**src/rtl/sfx_sequencer_pkg.sv**
```systemverilog
// sfx_pkg: shared types and constants for the sound-effect sequencer.
// Holds the FSM state enum, the default load/play lengths and the system
// clock frequency the play length was derived from.
package sfx_pkg;

  // Sequencer states; IDLE doubles as the mute/reset state.
  typedef enum logic [1:0] {
    IDLE,
    LOAD_HIT,
    LOAD_SCORE,
    PLAY
  } sfx_state_t;

  localparam int CLK_HZ          = 50_000_000;
  localparam int DEF_LOAD_CYCLES = 4;
  // Two 250 ms note units at CLK_HZ plus a small margin.
  localparam int DEF_PLAY_CYCLES = 25_000_010;

  function automatic int max_int(input int a, input int b);
    return (a > b) ? a : b;
  endfunction

endpackage

```
**src/rtl/sfx_sequencer_if.sv**
```systemverilog
// sfx_sequencer_if: game-side event inputs and tone-generator control outputs
// of the sound-effect sequencer.
//   paddle_hit     game -> seq   one-cycle paddle chime request
//   brick_hit      game -> seq   one-cycle score jingle request
//   mute           game -> seq   level: silence and flush
//   music_en       seq  -> tone  1 = silent/load, 0 = play
//   Score_Music_En seq  -> tone  1 = load score notes
//   busy           seq  -> game  sequence running or event pending
//   drop_cnt       seq  -> game  saturating count of lost events
// master = game logic / bench side, slave = sequencer side.
interface sfx_sequencer_if #(
  parameter int DROP_W = 8
);
  logic              paddle_hit;
  logic              brick_hit;
  logic              mute;
  logic              music_en;
  logic              Score_Music_En;
  logic              busy;
  logic [DROP_W-1:0] drop_cnt;

  modport master (
    output paddle_hit, brick_hit, mute,
    input  music_en, Score_Music_En, busy, drop_cnt
  );

  modport slave (
    input  paddle_hit, brick_hit, mute,
    output music_en, Score_Music_En, busy, drop_cnt
  );
endinterface

```
**src/rtl/sfx_sequencer_event_latch.sv**
```systemverilog
// sfx_event_latch: one pending-request flag for the sequencer.
//   clk, rst   clock and synchronous active-high reset
//   clr        flush (mute): clears the flag and suppresses drops
//   set        one-cycle event pulse
//   consume    the sequencer is starting a sequence for this event class
//   pend       registered pending flag
//   pend_nxt   value pend takes at the next edge (used for registered busy)
//   drop       combinational pulse: an event was lost this cycle
module sfx_event_latch (
  input  logic clk,
  input  logic rst,
  input  logic clr,
  input  logic set,
  input  logic consume,
  output logic pend,
  output logic pend_nxt,
  output logic drop
);

  // A consume takes either the stored flag or, if nothing is stored, the
  // pulse itself. A pulse arriving while the stored flag is being taken
  // re-arms the flag instead of being lost.
  always_comb begin
    pend_nxt = 1'b0;
    if (!clr) begin
      if (consume) pend_nxt = pend & set;
      else         pend_nxt = pend | set;
    end
  end

  assign drop = set & pend & ~consume & ~clr;

  always_ff @(posedge clk) begin
    if (rst) pend <= 1'b0;
    else     pend <= pend_nxt;
  end

endmodule

```
**src/rtl/sfx_sequencer.sv**
```systemverilog
// sfx_sequencer: turns one-cycle game events into the load/play control
// sequence for the speaker tone generator.
//   clk   system clock (50 MHz)
//   rst   synchronous active-high reset
//   bus   sfx_sequencer_if.slave: paddle_hit, brick_hit, mute in;
//         music_en, Score_Music_En, busy, drop_cnt out (all registered)
// Parameters: LOAD_CYCLES (load hold), PLAY_CYCLES (play length),
// DROP_W (drop counter width).
module sfx_sequencer
  import sfx_pkg::*;
#(
  parameter int LOAD_CYCLES = DEF_LOAD_CYCLES,
  parameter int PLAY_CYCLES = DEF_PLAY_CYCLES,
  parameter int DROP_W      = 8
) (
  input  logic            clk,
  input  logic            rst,
  sfx_sequencer_if.slave  bus
);

  localparam int CNT_W = $clog2(max_int(LOAD_CYCLES, PLAY_CYCLES) + 1);
  localparam logic [CNT_W-1:0] LOAD_LAST = CNT_W'(LOAD_CYCLES - 1);
  localparam logic [CNT_W-1:0] PLAY_LAST = CNT_W'(PLAY_CYCLES - 1);

  sfx_state_t        state;
  logic [CNT_W-1:0]  cnt;
  logic              music_en_q;
  logic              score_en_q;
  logic              busy_q;
  logic [DROP_W-1:0] drop_cnt_q;

  logic consume_hit, consume_score;
  logic pend_hit, pend_score, pend_hit_nxt, pend_score_nxt;
  logic drop_hit, drop_score;
  logic pend_any_nxt;

  logic [1:0]        drop_inc;
  logic [DROP_W:0]   drop_sum;

  // Arbitration: only IDLE starts a sequence, and score beats hit. The
  // losing request is left untouched in its latch.
  always_comb begin
    consume_hit   = 1'b0;
    consume_score = 1'b0;
    if (state == IDLE && !bus.mute) begin
      if (pend_score || bus.brick_hit)     consume_score = 1'b1;
      else if (pend_hit || bus.paddle_hit) consume_hit   = 1'b1;
    end
  end

  sfx_event_latch u_hit_latch (
    .clk      (clk),
    .rst      (rst),
    .clr      (bus.mute),
    .set      (bus.paddle_hit),
    .consume  (consume_hit),
    .pend     (pend_hit),
    .pend_nxt (pend_hit_nxt),
    .drop     (drop_hit)
  );

  sfx_event_latch u_score_latch (
    .clk      (clk),
    .rst      (rst),
    .clr      (bus.mute),
    .set      (bus.brick_hit),
    .consume  (consume_score),
    .pend     (pend_score),
    .pend_nxt (pend_score_nxt),
    .drop     (drop_score)
  );

  assign pend_any_nxt = pend_hit_nxt | pend_score_nxt;

  // FSM with outputs registered from the next state, so a request seen in
  // cycle k shows load outputs in cycle k+1. The counter restarts at 0 on
  // every state entry and stops at PARAM-1, so it never wraps.
  always_ff @(posedge clk) begin
    if (rst || bus.mute) begin
      state      <= IDLE;
      cnt        <= '0;
      music_en_q <= 1'b1;
      score_en_q <= 1'b0;
      busy_q     <= 1'b0;
    end else begin
      case (state)
        IDLE: begin
          cnt <= '0;
          if (consume_score) begin
            state      <= LOAD_SCORE;
            music_en_q <= 1'b1;
            score_en_q <= 1'b1;
            busy_q     <= 1'b1;
          end else if (consume_hit) begin
            state      <= LOAD_HIT;
            music_en_q <= 1'b1;
            score_en_q <= 1'b0;
            busy_q     <= 1'b1;
          end else begin
            music_en_q <= 1'b1;
            score_en_q <= 1'b0;
            busy_q     <= pend_any_nxt;
          end
        end
        LOAD_HIT, LOAD_SCORE: begin
          busy_q <= 1'b1;
          if (cnt == LOAD_LAST) begin
            state      <= PLAY;
            cnt        <= '0;
            music_en_q <= 1'b0;
            score_en_q <= 1'b0;
          end else begin
            cnt        <= cnt + 1'b1;
            music_en_q <= 1'b1;
            score_en_q <= (state == LOAD_SCORE);
          end
        end
        PLAY: begin
          music_en_q <= (cnt == PLAY_LAST);
          score_en_q <= 1'b0;
          if (cnt == PLAY_LAST) begin
            state  <= IDLE;
            cnt    <= '0;
            busy_q <= pend_any_nxt;
          end else begin
            cnt    <= cnt + 1'b1;
            busy_q <= 1'b1;
          end
        end
        default: begin
          state      <= IDLE;
          cnt        <= '0;
          music_en_q <= 1'b1;
          score_en_q <= 1'b0;
          busy_q     <= 1'b0;
        end
      endcase
    end
  end

  // Both latches can drop in the same cycle; the extra top bit of the sum
  // flags overflow so the counter clamps at all-ones.
  assign drop_inc = {1'b0, drop_hit} + {1'b0, drop_score};
  assign drop_sum = {1'b0, drop_cnt_q} + (DROP_W+1)'(drop_inc);

  always_ff @(posedge clk) begin
    if (rst)                   drop_cnt_q <= '0;
    else if (drop_sum[DROP_W]) drop_cnt_q <= '1;
    else                       drop_cnt_q <= drop_sum[DROP_W-1:0];
  end

  assign bus.music_en       = music_en_q;
  assign bus.Score_Music_En = score_en_q;
  assign bus.busy           = busy_q;
  assign bus.drop_cnt       = drop_cnt_q;

endmodule

```
**src/flat_wrapper.sv**
```systemverilog
// flat-port wrapper written by rule: the top's interface ports become plain ports
module sfx_sequencer_flat import sfx_pkg::*;
#(
  parameter int LOAD_CYCLES = DEF_LOAD_CYCLES,
  parameter int PLAY_CYCLES = DEF_PLAY_CYCLES,
  parameter int DROP_W      = 8
)
  (clk, rst, bus_paddle_hit, bus_brick_hit, bus_mute, bus_music_en, bus_Score_Music_En, bus_busy, bus_drop_cnt);
  sfx_sequencer_if #(.DROP_W(DROP_W)) bus_i ();
  input  logic clk;
  input  logic rst;
  input wire logic [$bits(bus_i.paddle_hit)-1:0] bus_paddle_hit;
  input wire logic [$bits(bus_i.brick_hit)-1:0] bus_brick_hit;
  input wire logic [$bits(bus_i.mute)-1:0] bus_mute;
  output wire logic [$bits(bus_i.music_en)-1:0] bus_music_en;
  output wire logic [$bits(bus_i.Score_Music_En)-1:0] bus_Score_Music_En;
  output wire logic [$bits(bus_i.busy)-1:0] bus_busy;
  output wire logic [$bits(bus_i.drop_cnt)-1:0] bus_drop_cnt;
  assign bus_i.paddle_hit = bus_paddle_hit;
  assign bus_i.brick_hit = bus_brick_hit;
  assign bus_i.mute = bus_mute;
  assign bus_music_en = bus_i.music_en;
  assign bus_Score_Music_En = bus_i.Score_Music_En;
  assign bus_busy = bus_i.busy;
  assign bus_drop_cnt = bus_i.drop_cnt;
  sfx_sequencer #(.LOAD_CYCLES(LOAD_CYCLES), .PLAY_CYCLES(PLAY_CYCLES), .DROP_W(DROP_W)) u_core (.clk(clk), .rst(rst), .bus(bus_i));
endmodule
```
**config.mk**
```make
export PLATFORM = sky130hd
export DESIGN_NAME = sfx_sequencer_flat
export DESIGN_NICKNAME = d
export VERILOG_FILES = /design/src/rtl/sfx_sequencer_pkg.sv /design/src/rtl/sfx_sequencer_if.sv /design/src/rtl/sfx_sequencer_event_latch.sv /design/src/rtl/sfx_sequencer.sv /design/src/flat_wrapper.sv
export SDC_FILE = /design/constraint.sdc
export NUM_CORES = 1
export LEC_CHECK = 0
export ABC_AREA = 1
export ABC_CLOCK_PERIOD_IN_PS = 4100
export BUFFER_PORTS_ARGS = -buffer_cell sky130_fd_sc_hd__buf_2
export CAP_MARGIN = 5
export CELL_PAD_IN_SITES_DETAIL_PLACEMENT = 2
export CELL_PAD_IN_SITES_GLOBAL_PLACEMENT = 2
export CORE_ASPECT_RATIO = 1.5
export CORE_MARGIN = 2
export CORE_UTILIZATION = 37
export DETAILED_ROUTE_END_ITERATION = 16
export PLACE_DENSITY_LB_ADDON = 0.05
export SLEW_MARGIN = 20
export SYNTH_ARGS = -nofsm -noshare
export SYNTH_HDL_FRONTEND = slang
export SYNTH_HIERARCHICAL = 1
export SYNTH_SLANG_ARGS = --single-unit
```
**constraint.sdc**
```tcl
create_clock -name clk -period 4.1 [get_ports clk]
set_clock_uncertainty 0.2 [all_clocks]
set_input_delay 0.205 -clock clk [delete_from_list [all_inputs] [get_ports clk]]
set_output_delay 0.205 -clock clk [all_outputs]
set_load 0.05 [all_outputs]
```
# --- After elaboration in Yosys (flattened, before gate mapping) ---
# Index checks and enable logic that the tools add are counted.
totals:
  out_inout_bits: 11
  in_bits: 5
  register_bits: 40
  wordCells: 66
op_classes:
  mux: 27
  n_addsub: 3
  n_reduce_logical: 8
  n_bitwise: 12
  eq_ne: 8
op_table:
  columns: ["cell", "count"]
  rows:
  - ["one-hot mux 25 bit (3 select lines)", 1]
  - ["two-way mux 25 bit", 2]
  - ["adder 25 x 1 -> 25 bit (second input constant)", 1]
  - ["== test 25 x 2 -> 1 bit (second input constant)", 1]
  - ["== test 25 bit (second input constant)", 1]
  - ["two-way mux 1 bit", 15]
  - ["adder 8 x 2 -> 9 bit", 1]
  - ["one-hot mux 1 bit (3 select lines)", 3]
  - ["two-way mux 2 bit", 4]
  - ["two-way mux 8 bit", 1]
  - ["bitwise AND 1 bit", 6]
  - ["one-hot mux 2 bit (3 select lines)", 1]
  - ["== test 2 bit (second input constant)", 2]
  - ["inequality test 2 x 1 -> 1 bit (second input constant)", 2]
  - ["logical OR 1 bit", 3]
  - ["inequality test 3 bit (second input constant)", 1]
  - ["inverter 1 bit", 3]
  - ["OR 1 bit", 3]
  - ["AND reduction 3 bit", 1]
  - ["adder 1 x 1 -> 2 bit", 1]
  - ["== test 2 x 1 -> 1 bit (second input constant)", 1]
  - ["zero test 2 bit", 1]
  - ["OR reduction 2 bit", 1]
  - ["logical AND 1 bit", 1]
  - ["zero test 1 bit", 1]

# --- Longest topological paths before layout ---
# Gate-level depths: netlist of run 1.
logic_depth:
  word_depth: 10
  depth_mapped: 18
  mapped_depth_nobuf: 18

# --- Hierarchy ---
# Netlist of run 1, hierarchy kept.
by_module_without_submodules:
  columns: ["mod", "n_inst", "area_each_um2", "seq_area_each_um2", "cells_each"]
  rows:
  - ["sfx_sequencer", 1, 2132.0, 760.7, 300]
  - ["sfx_event_latch", 2, 53.8, 20.0, 9]

# --- Least setup slack after synthesis of run 1 ---
# OpenSTA, ideal clock, no wires.
synth_path:
  path_type: "register -> register"
  from: "reg u_core.state[0]"
  to: "reg u_core.drop_cnt_q[5], in the netlist u_core/bus.drop_cnt[5]"
  setup_time_ps: 56
  synth_period_minus_slack_ps: 2796
  path_stages_with_launch: 18
  arrival_time_ps: 2540
  n_path_buf: 0
  slack_ps: 1304
  required_ps: 3844
  cell_sequence: "dfxtp_1 > inv_1 > ha_1 > inv_1 > nor2_1 > nand3_1 > inv_1 > nor3_1 > inv_1 > fa_1 > inv_1 > ha_1 > nand3_1 > nor3_1 > nand3_1 > o21ai_0 > nand2_1 > inv_1"
synth_via:
  elab_chain_cells: 9
synth_rtl:
  columns: ["element", "line", "source"]
  rows:
  - ["from (decl)", "sfx_sequencer.sv:25", "sfx_state_t state;"]
  - ["from (signal assigned)", "sfx_sequencer.sv:80", "state <= IDLE;"]
  - ["from (signal assigned)", "sfx_sequencer.sv:90", "state <= LOAD_SCORE;"]
  - ["from (signal assigned)", "sfx_sequencer.sv:95", "state <= LOAD_HIT;"]
  - ["zero test 2 bit", "sfx_sequencer.sv:45", "if (state == IDLE && !bus.mute) begin"]
  - ["logical AND 1 bit", "sfx_sequencer.sv:45", null]
  - ["two-way mux 1 bit", "sfx_sequencer.sv:45", null]
  - ["named net u_core.consume_hit", "sfx_sequencer.sv:32", "logic consume_hit, consume_score;"]
  - ["inverter 1 bit", "sfx_sequencer_event_latch.sv:31", "assign drop = set & pend & ~consume & ~clr;"]
  - ["bitwise AND 1 bit (2 in a row)", "sfx_sequencer_event_latch.sv:31", null]
  - ["named net u_core.drop_hit", "sfx_sequencer.sv:34", "logic drop_hit, drop_score;"]
  - ["adder 1 x 1 -> 2 bit", "sfx_sequencer.sv:143", "assign drop_inc = {1'b0, drop_hit} + {1'b0, drop_score};"]
  - ["adder 8 x 2 -> 9 bit", "sfx_sequencer.sv:144", "assign drop_sum = {1'b0, drop_cnt_q} + (DROP_W+1)'(drop_inc);"]
  - ["two-way mux 8 bit", "sfx_sequencer.sv:148", "else if (drop_sum[DROP_W]) drop_cnt_q <= '1;"]
  - ["to (signal assigned)", "sfx_sequencer.sv:149", "else drop_cnt_q <= drop_sum[DROP_W-1:0];"]
  - ["to (decl)", "sfx_sequencer.sv:30", "logic [DROP_W-1:0] drop_cnt_q;"]
# The timed path passes the listed nets, and every way through them passes these cells.
# A chain may end at the register's enable or synchronous reset.

# --- Final worst setup path of run 1 ---
layout_path:
  from: "reg u_core.state[1]"
  to: "reg u_core.drop_cnt_q[5], in the netlist u_core/bus.drop_cnt[5]"
# The elaborated chain is that of the path after synthesis.

==> metrics.md, run 1 <==
| Metric | Value |
|---|---|
| GRT Overall Usage | 20.7% |
| Crit-path max FO | 6 |
| Hold depth | 2 |
| Num ports | 16 |
| Synth Area in Compound Gates | 5.03% |
| GPL Wtd Cong | 0.774 |
| Clk network pwr share | 42.4% |
| Final hold viol count | 0 |
| Hold_buf cts | 0 |
| Final Max Slew Viols | 0 |
| FF+latch count, synth | 40 |
| Post-synthesis simple-gate area fraction | 38.3% |
| WL final | 6.14 mm |
| Worst hold-check path type | in2reg |
| Top Family by Delay on Critical Path | simple AND/OR/NAND/NOR gates |
| Core Rows | 34 |
| Leading post-synthesis cells by cell area | dfxtp_1 (36%), nand2_1 (9.6%), nor2_1 (9.6%) |
| Status | complete, no violations |
| Int Pwr | 0.636 mW |
| Worst skew pair latency | 0.29 ns |
| Via Count | 2072 |
| LEAKAGE | 0.965 nW |
| Pin count of the biggest net entering global routing | 26 |
| Critical Path End Type | flop |
| Post-route clock period utilization | 79.7% |
| Slew margin rel. | 71.7% |
| DRC | 0 |
| PortBufs | 15 |
| Avg WL per Cell | 15.0 um |
| Adder-cell area share of the yosys netlist | 4.25% |
| Diodes inserted | 0 |
| CTS tree | done |
| Tmin final | 3.27 ns |
| Stages on worst setup path | 17 |
| Post-DR vias/cell | 5.05 |
| Worst reg-to-reg path cell count | 17 |
| Overflow after GRT | 0 |
| Starting density of the core | 38.4% |
| Critical Path AT | 3.31 ns |
| DIE AREA | 6700 um^2 |
| Syn. warnings | 6 |
| Ratio of cells with drive above 1 in the final layout | 16.6% |
| Nets@finish | 349 |
| Max Root-Sink Buffers | 2 |
| Antenna violations before repair | 0 |
| DIE WIDTH | 67.5 um |
| DP Cell Count | 402 |
| Sw Share | 24.6% |
| Net Count, Synth | 330 |
| Most frequent cells in the layout | nor2_1 (57), nand2_1 (57), inv_1 (42), dfxtp_1 (40), nand3_1 (18) |
| Xor/xnor cell area share of the yosys netlist | 7.04% |
| Cell count after synthesis | 318 |
| CP most frequent cell | inv_1 |
| Logic pwr share | 10.3% |
| Critical Path Start Type | flop |
| Vias in the first global route | 2249 |
| Netlist cell types | 28 |
| Pre-antenna DRT Iters | 4 |
| Post-DP HPWL | 4.76 mm |
| Clock H-tree levels | 2 |
| Critical path's largest stage delay | 0.38 ns |
| Number of post-CTS setup repair buffers | 0 |
| Post-synthesis sequential area ratio | 35.8% |
| Power per Cell Area | 340 nW/um^2 |
| Num CTS Buffers | 5 |
| Area delta synth->final | 10.7% |
| Avg Cell Area, Syn | 7.04 um^2 |
| Cell area after synthesis | 2240 um^2 |
| Clock Sinks | 40 |
| Clock transition at path regs | 0.08 ns |
| Area share of the largest cell type after synthesis | 35.8% |
| Final Setup Violations | 0 |
| Critical path type | reg2reg |
| Largest family of logic cells by synthesized area | simple AND/OR/NAND/NOR gates |
| MaxCap Viol Count | 0 |
| 1st-iter DRT viols | 50 |
| Root buffer cell | clkbuf_8 |
| Final cell count without fillers | 410 |
| Worst path cell trace | inv_1 -> ha_1 -> inv_1 -> nor2_1 -> nand3_1 -> inv_1 -> nor3_1 -> inv_1 -> fa_1 -> inv_1 -> ha_1 -> nand3_1 -> nor3_1 -> nand3_1 -> o21ai_0 -> nand2_1 -> inv_1 |
| Post-CTS Resized | 0 |
| Die Y | 99.3 um |
| Critical path's slowest cell | fa_1 |
| Final ANT Viol Nets | 0 |
| Maximum vdd drop | 164 uV |
| Setup total negative slack | 0 ns |
| First-pass GRT wire length | 10.6 mm |
| Sw Pwr | 0.207 mW |
| RSZ-0062 raised after global routing | false |
| Core area | 5830 um^2 |
| Worst-Margin Slew | 0.421 ns |
| FMAX | 306 MHz |
| Mux share of post-synthesis cell area | 0% |
| Buf/Inv on CP | 6 |
| Worst Path Required | 4.14 ns |
| Post-synth top area cell | dfxtp_1 |
| Flop pwr share | 47.3% |
stage by stage:
step           area (um^2)  power, mW  setup slack (ns)  hold slack, ns  util (%)
6_report              2480      0.844             0.833          0.0343      42.6
2_1_floorplan         2240      0.475              1.30          0.0719         -
3_3_place_gp          2350      0.493              1.05           0.259      40.4
3_5_place_dp          2350      0.494             0.846           0.267      40.4
4_1_cts               2480      0.860             0.806          0.0323      42.6
5_1_grt               2480      0.888             0.377          0.0523      42.6
registers in the layout, indices dropped and copies added (netlist names):
name and flops:
u_core/u_hit_latch/pend 1, u_core/bus.busy 1, u_core/bus.music_en 1, u_core/bus.drop_cnt 8, u_core/bus.Score_Music_En 1, u_core/cnt 25
u_core/u_score_latch/pend 1, u_core/state 2
cells by family after synthesis:
| family | count (synthesis) |
|---|---|
| AND/OR/NAND/NOR | 185 |
| buffers and inverters | 47 |
| flip-flops | 40 |
| AO/OA/AOI/OAI | 21 |
| XOR/XNOR | 18 |
| adder cells (fa/ha/maj) | 7 |
per-layer routing:
metal	wire length, um	vias to the layer above	GRT usage, %
met5	0	-	0
met4	95	0	5.65
met3	124	6	2.94
met2	3510	20	40.3
met1	2410	1013	22.1
li1	-	1033	-
power groups by stage:
| stage | logic, mW | clock network, mW | registers (mW) |
|---|---|---|---|
| final | 0.0868 | 0.358 | 0.399 |
| after global routing | 0.0995 | 0.389 | 0.400 |
| after CTS | 0.0886 | 0.372 | 0.399 |
| after detailed placement | 0.0861 | 0 | 0.408 |
| after global placement | 0.0852 | 0 | 0.407 |
| after floorplan | 0.0575 | 0 | 0.417 |
worst reg2reg max path, stage by stage (launching register included):
cell	delay (ns)
dfxtp_1	0.37
inv_1	0.07
ha_1	0.25
inv_1	0.14
nor2_1	0.06
nand3_1	0.09
inv_1	0.06
nor3_1	0.18
inv_1	0.08
fa_1	0.38
inv_1	0.08
ha_1	0.18
nand3_1	0.12
nor3_1	0.36
nand3_1	0.32
o21ai_0	0.17
nand2_1	0.07
inv_1	0.05
worst paths after layout:
| path | startpoint | end | slack [ns] |
|---|---|---|---|
| min reg2reg | u_core/cnt[0] | u_core/cnt[0] | 0.28 |
| min | rst | u_core/u_score_latch/pend | 0.03 |
| max reg2reg | u_core/state[1] | u_core/bus.drop_cnt[5] | 0.83 |
| max | u_core/state[1] | u_core/bus.drop_cnt[5] | 0.83 |
area by class of cell:
class,count,area [um^2]
fill,732,3350
clock inverter,1,30.0
sequential,40,801
multi-input combinational,231,1220
clock buffer,7,96.3
timing repair buffer,15,75.1
tap,72,90.1
inverter,44,165
synthesized netlist by cell type (all sizes together):
| library cell | number |
|---|---|
| nor2 | 75 |
| nand2 | 63 |
| inv | 44 |
| dfxtp | 40 |
| nand3 | 19 |
| nor3 | 18 |
| a21oi | 12 |
| xor2 | 12 |
| nand4 | 7 |
| o21ai | 7 |
| ha | 6 |
| xnor2 | 6 |
| buf | 3 |
| or2 | 2 |
| a211oi | 1 |
| a31oi | 1 |
| fa | 1 |
| nand3b | 1 |
Power figures use the tool's default switching activity.
==> run 2, diff against run 1 <==
--- a/config.mk
+++ b/config.mk
@@ -6,14 +6,14 @@
 export NUM_CORES = 1
 export LEC_CHECK = 0
 export ABC_AREA = 1
-export ABC_CLOCK_PERIOD_IN_PS = 4100
+export ABC_CLOCK_PERIOD_IN_PS = 3050
 export BUFFER_PORTS_ARGS = -buffer_cell sky130_fd_sc_hd__buf_2
 export CAP_MARGIN = 5
 export CELL_PAD_IN_SITES_DETAIL_PLACEMENT = 2
 export CELL_PAD_IN_SITES_GLOBAL_PLACEMENT = 2
 export CORE_ASPECT_RATIO = 1.5
 export CORE_MARGIN = 2
-export CORE_UTILIZATION = 37
+export CORE_UTILIZATION = 34
 export DETAILED_ROUTE_END_ITERATION = 16
 export PLACE_DENSITY_LB_ADDON = 0.05
 export SLEW_MARGIN = 20
==> constraint.sdc (replaced) <==
create_clock -name clk -period 3.05 [get_ports clk]
set_clock_uncertainty 0.2 [all_clocks]
set_input_delay 0.1525 -clock clk [delete_from_list [all_inputs] [get_ports clk]]
set_output_delay 0.1525 -clock clk [all_outputs]
set_load 0.05 [all_outputs]
==> metrics.md, run 2 (synthesis gave the netlist of run 1 again) <==
| Metric | Value |
|---|---|
| Critical Path End Type | flop |
| Pre-antenna DRT Iters | 4 (unchanged) |
| HP Start | bus_mute |
| Overflow after GRT | 0 (unchanged) |
| Post-DR vias/cell | 4.93 (-2.4%) |
| Crit path from | u_core/state[1] |
| Crit-path max FO | 5 (-1) |
| Most frequent cells in the layout | nor2_1 (57), nand2_1 (57), inv_1 (41), dfxtp_1 (39), nor2_2 (17) |
| Worst hold-check path type | in2reg |
| FF-to-FF Start | u_core/state[1] |
| Num CTS Buffers | 5 (unchanged) |
| Post-route clock period utilization | 93.2% (+14 points) |
| Worst path cell trace | inv_1 -> ha_2 -> inv_2 -> nor2_1 -> nand3_1 -> inv_1 -> nor3_2 -> inv_1 -> fa_1 -> inv_1 -> ha_4 -> nand3_4 -> nor3_4 -> buf_6 -> nor2_1 -> a21oi_1 -> nand2_1 -> inv_1 |
| Avg WL per Cell | 15.2 um (+1.2%) |
| Worst Path Required | 3.09 ns (-1.05 ns) |
| Tmin final | 2.84 ns (-0.424 ns) |
| Die Y | 103 um (+4.1%) |
| Post-DP HPWL | 4.88 mm (+2.6%) |
| Critical path's slowest cell | fa_1 |
| Power per Cell Area | 406 nW/um^2 (+19%) |
| Via Count | 2052 (-0.97%) |
| Critical Path Start Type | flop |
| DIE WIDTH | 70.3 um (+4.1%) |
| Slew margin rel. | 73.6% (+1.8 points) |
| Buf/Inv on CP | 7 (+1) |
| First-pass GRT wire length | 10.5 mm (-0.78%) |
| Starting density of the core | 34.8% (-3.7 points) |
| Post-layout util | 39.2% (-3.3 points) |
| Max reg flops | 25 (unchanged) |
| Antenna violations before repair | 0 (unchanged) |
| DP Cell Count | 407 (+1.2%) |
| Hold WS | 0.0406 ns (+0.00622 ns) |
| 1st-iter DRT viols | 66 (+32%) |
| WL final | 6.30 mm (+2.7%) |
| Root buffer cell | clkbuf_8 |
| GRT Overall Usage | 18.4% (-2.3 points) |
| Critical path's largest stage delay | 0.38 ns (about the same) |
| CTS tree | done |
| Nets@finish | 351 (+0.57%) |
| Core area | 6440 um^2 (+11%) |
| FMAX | 352 MHz (+15%) |
| Final Setup Violations | 0 (unchanged) |
| Clock Sinks | 40 (unchanged) |
| Setup total negative slack | 0 ns (unchanged) |
| Number of post-CTS setup repair buffers | 0 (unchanged) |
| Worst-Margin Slew | 0.396 ns (-0.0248 ns) |
| Post-DP Area | 2370 um^2 (+0.53%) |
| DIE AREA | 7270 um^2 (+8.4%) |
| Final Max Slew Viols | 0 (unchanged) |
| Status | complete, no violations |
| Core Rows | 36 (+5.9%) |
| CP most frequent cell | inv_1 |
| Maximum vdd drop | 189 uV (+15%) |
| Final ANT Viol Nets | 0 (unchanged) |
| Critical Path AT | 2.89 ns (-0.42 ns) |
| LEAKAGE | 0.970 nW (+0.54%) |
| Ratio of cells with drive above 1 in the final layout | 18.5% (+2.0 points) |
| MaxCap Viol Count | 0 (unchanged) |
| Clock transition at path regs | 0.08 ns (about the same) |
| Most flops, register | u_core/cnt |
| Cell area after layout | 2530 um^2 (+1.9%) |
| Clock H-tree levels | 2 (unchanged) |
| Max Root-Sink Buffers | 2 (unchanged) |
| Num ports | 16 (unchanged) |
| Top Family by Delay on Critical Path | simple AND/OR/NAND/NOR gates |
| Diodes inserted | 0 (unchanged) |
| Final cell count without fillers | 416 (+1.5%) |
| DRC | 0 (unchanged) |
| Critical path type | reg2reg |
| GPL Wtd Cong | 0.758 (-2.1%) |
| Area delta synth->final | 12.8% |
| Pin count of the biggest net entering global routing | 26 (unchanged) |
| Vias in the first global route | 2204 (-2.0%) |
| Final hold viol count | 0 (unchanged) |
| Worst skew pair latency | 0.30 ns (about the same) |
| PortBufs | 15 (unchanged) |
## run 2: changes by cell type in the layout (fill, tap and decap cells not counted), sizes merged
cell	before	now
bufinv	1	0
buf	15	16
clkbuf	7	8
dlygate4sd3	0	1
## run 2: layout make-up
type | instances | area (um^2)
sequential | 40 | 802
multi-input combinational | 231 | 1280
fill | 821 | 3910
clock buffer | 8 | 90.1
tap | 76 | 95.1
timing repair buffer | 17 | 96.3
inverter | 44 | 165
## run 2: metrics by stage
step | setup WS [ns] | power [mW]
floorplan | 0.254 | 0.638
global placement | 0.152 | 0.662
detailed placement | -0.0244 | 0.666
global route | -0.00724 | 1.09
finish | 0.207 | 1.03
CTS | 0.0840 | 1.05
## run 2: worst register-to-register path, stage by stage, from the launching register on
cell	delay, ns
dfxtp_1	0.36
inv_1	0.07
ha_2	0.20
inv_2	0.09
nor2_1	0.05
nand3_1	0.10
inv_1	0.07
nor3_2	0.14
inv_1	0.07
fa_1	0.38
inv_1	0.11
ha_4	0.16
nand3_4	0.10
nor3_4	0.29
buf_6	0.15
nor2_1	0.03
a21oi_1	0.13
nand2_1	0.06
inv_1	0.05
## run 2: power by group
| group | leakage, nW | internal [mW] | switching (mW) |
|---|---|---|---|
| logic | 0.601 | 0.0380 | 0.0814 |
| registers | 0.323 | 0.531 | 0.00482 |
| clock network | 0.0455 | 0.185 | 0.187 |
## run 2: layer usage
metal	routed length [um]	up-vias	track usage (%)	part of all wire, %
met2	3590	18	37.8	57
met5	0	-	0	0
met4	132	0	6.80	2.1
met3	124	7	2.62	2.0
li1	-	1032	-	-
met1	2460	995	18.6	39
## run 2: what timing repair did
item | CTS | global route
endpoints found under the hold margin | 7 | 0
gates resized for setup | 2 | 12
setup endpoints to repair | 1 | 8
pin swaps | 0 | 2
gates cloned | 0 | 0
hold buffers | 1 | 0
## run 2: path summary, 6_finish.rpt
kind	to	slack, ns	cells past startpoint
min	u_core/u_hit_latch/pend	0.04	4
min reg2reg	u_core/cnt[0]	0.28	1
max	u_core/bus.drop_cnt[7]	0.21	18
max reg2reg	u_core/bus.drop_cnt[7]	0.21	18
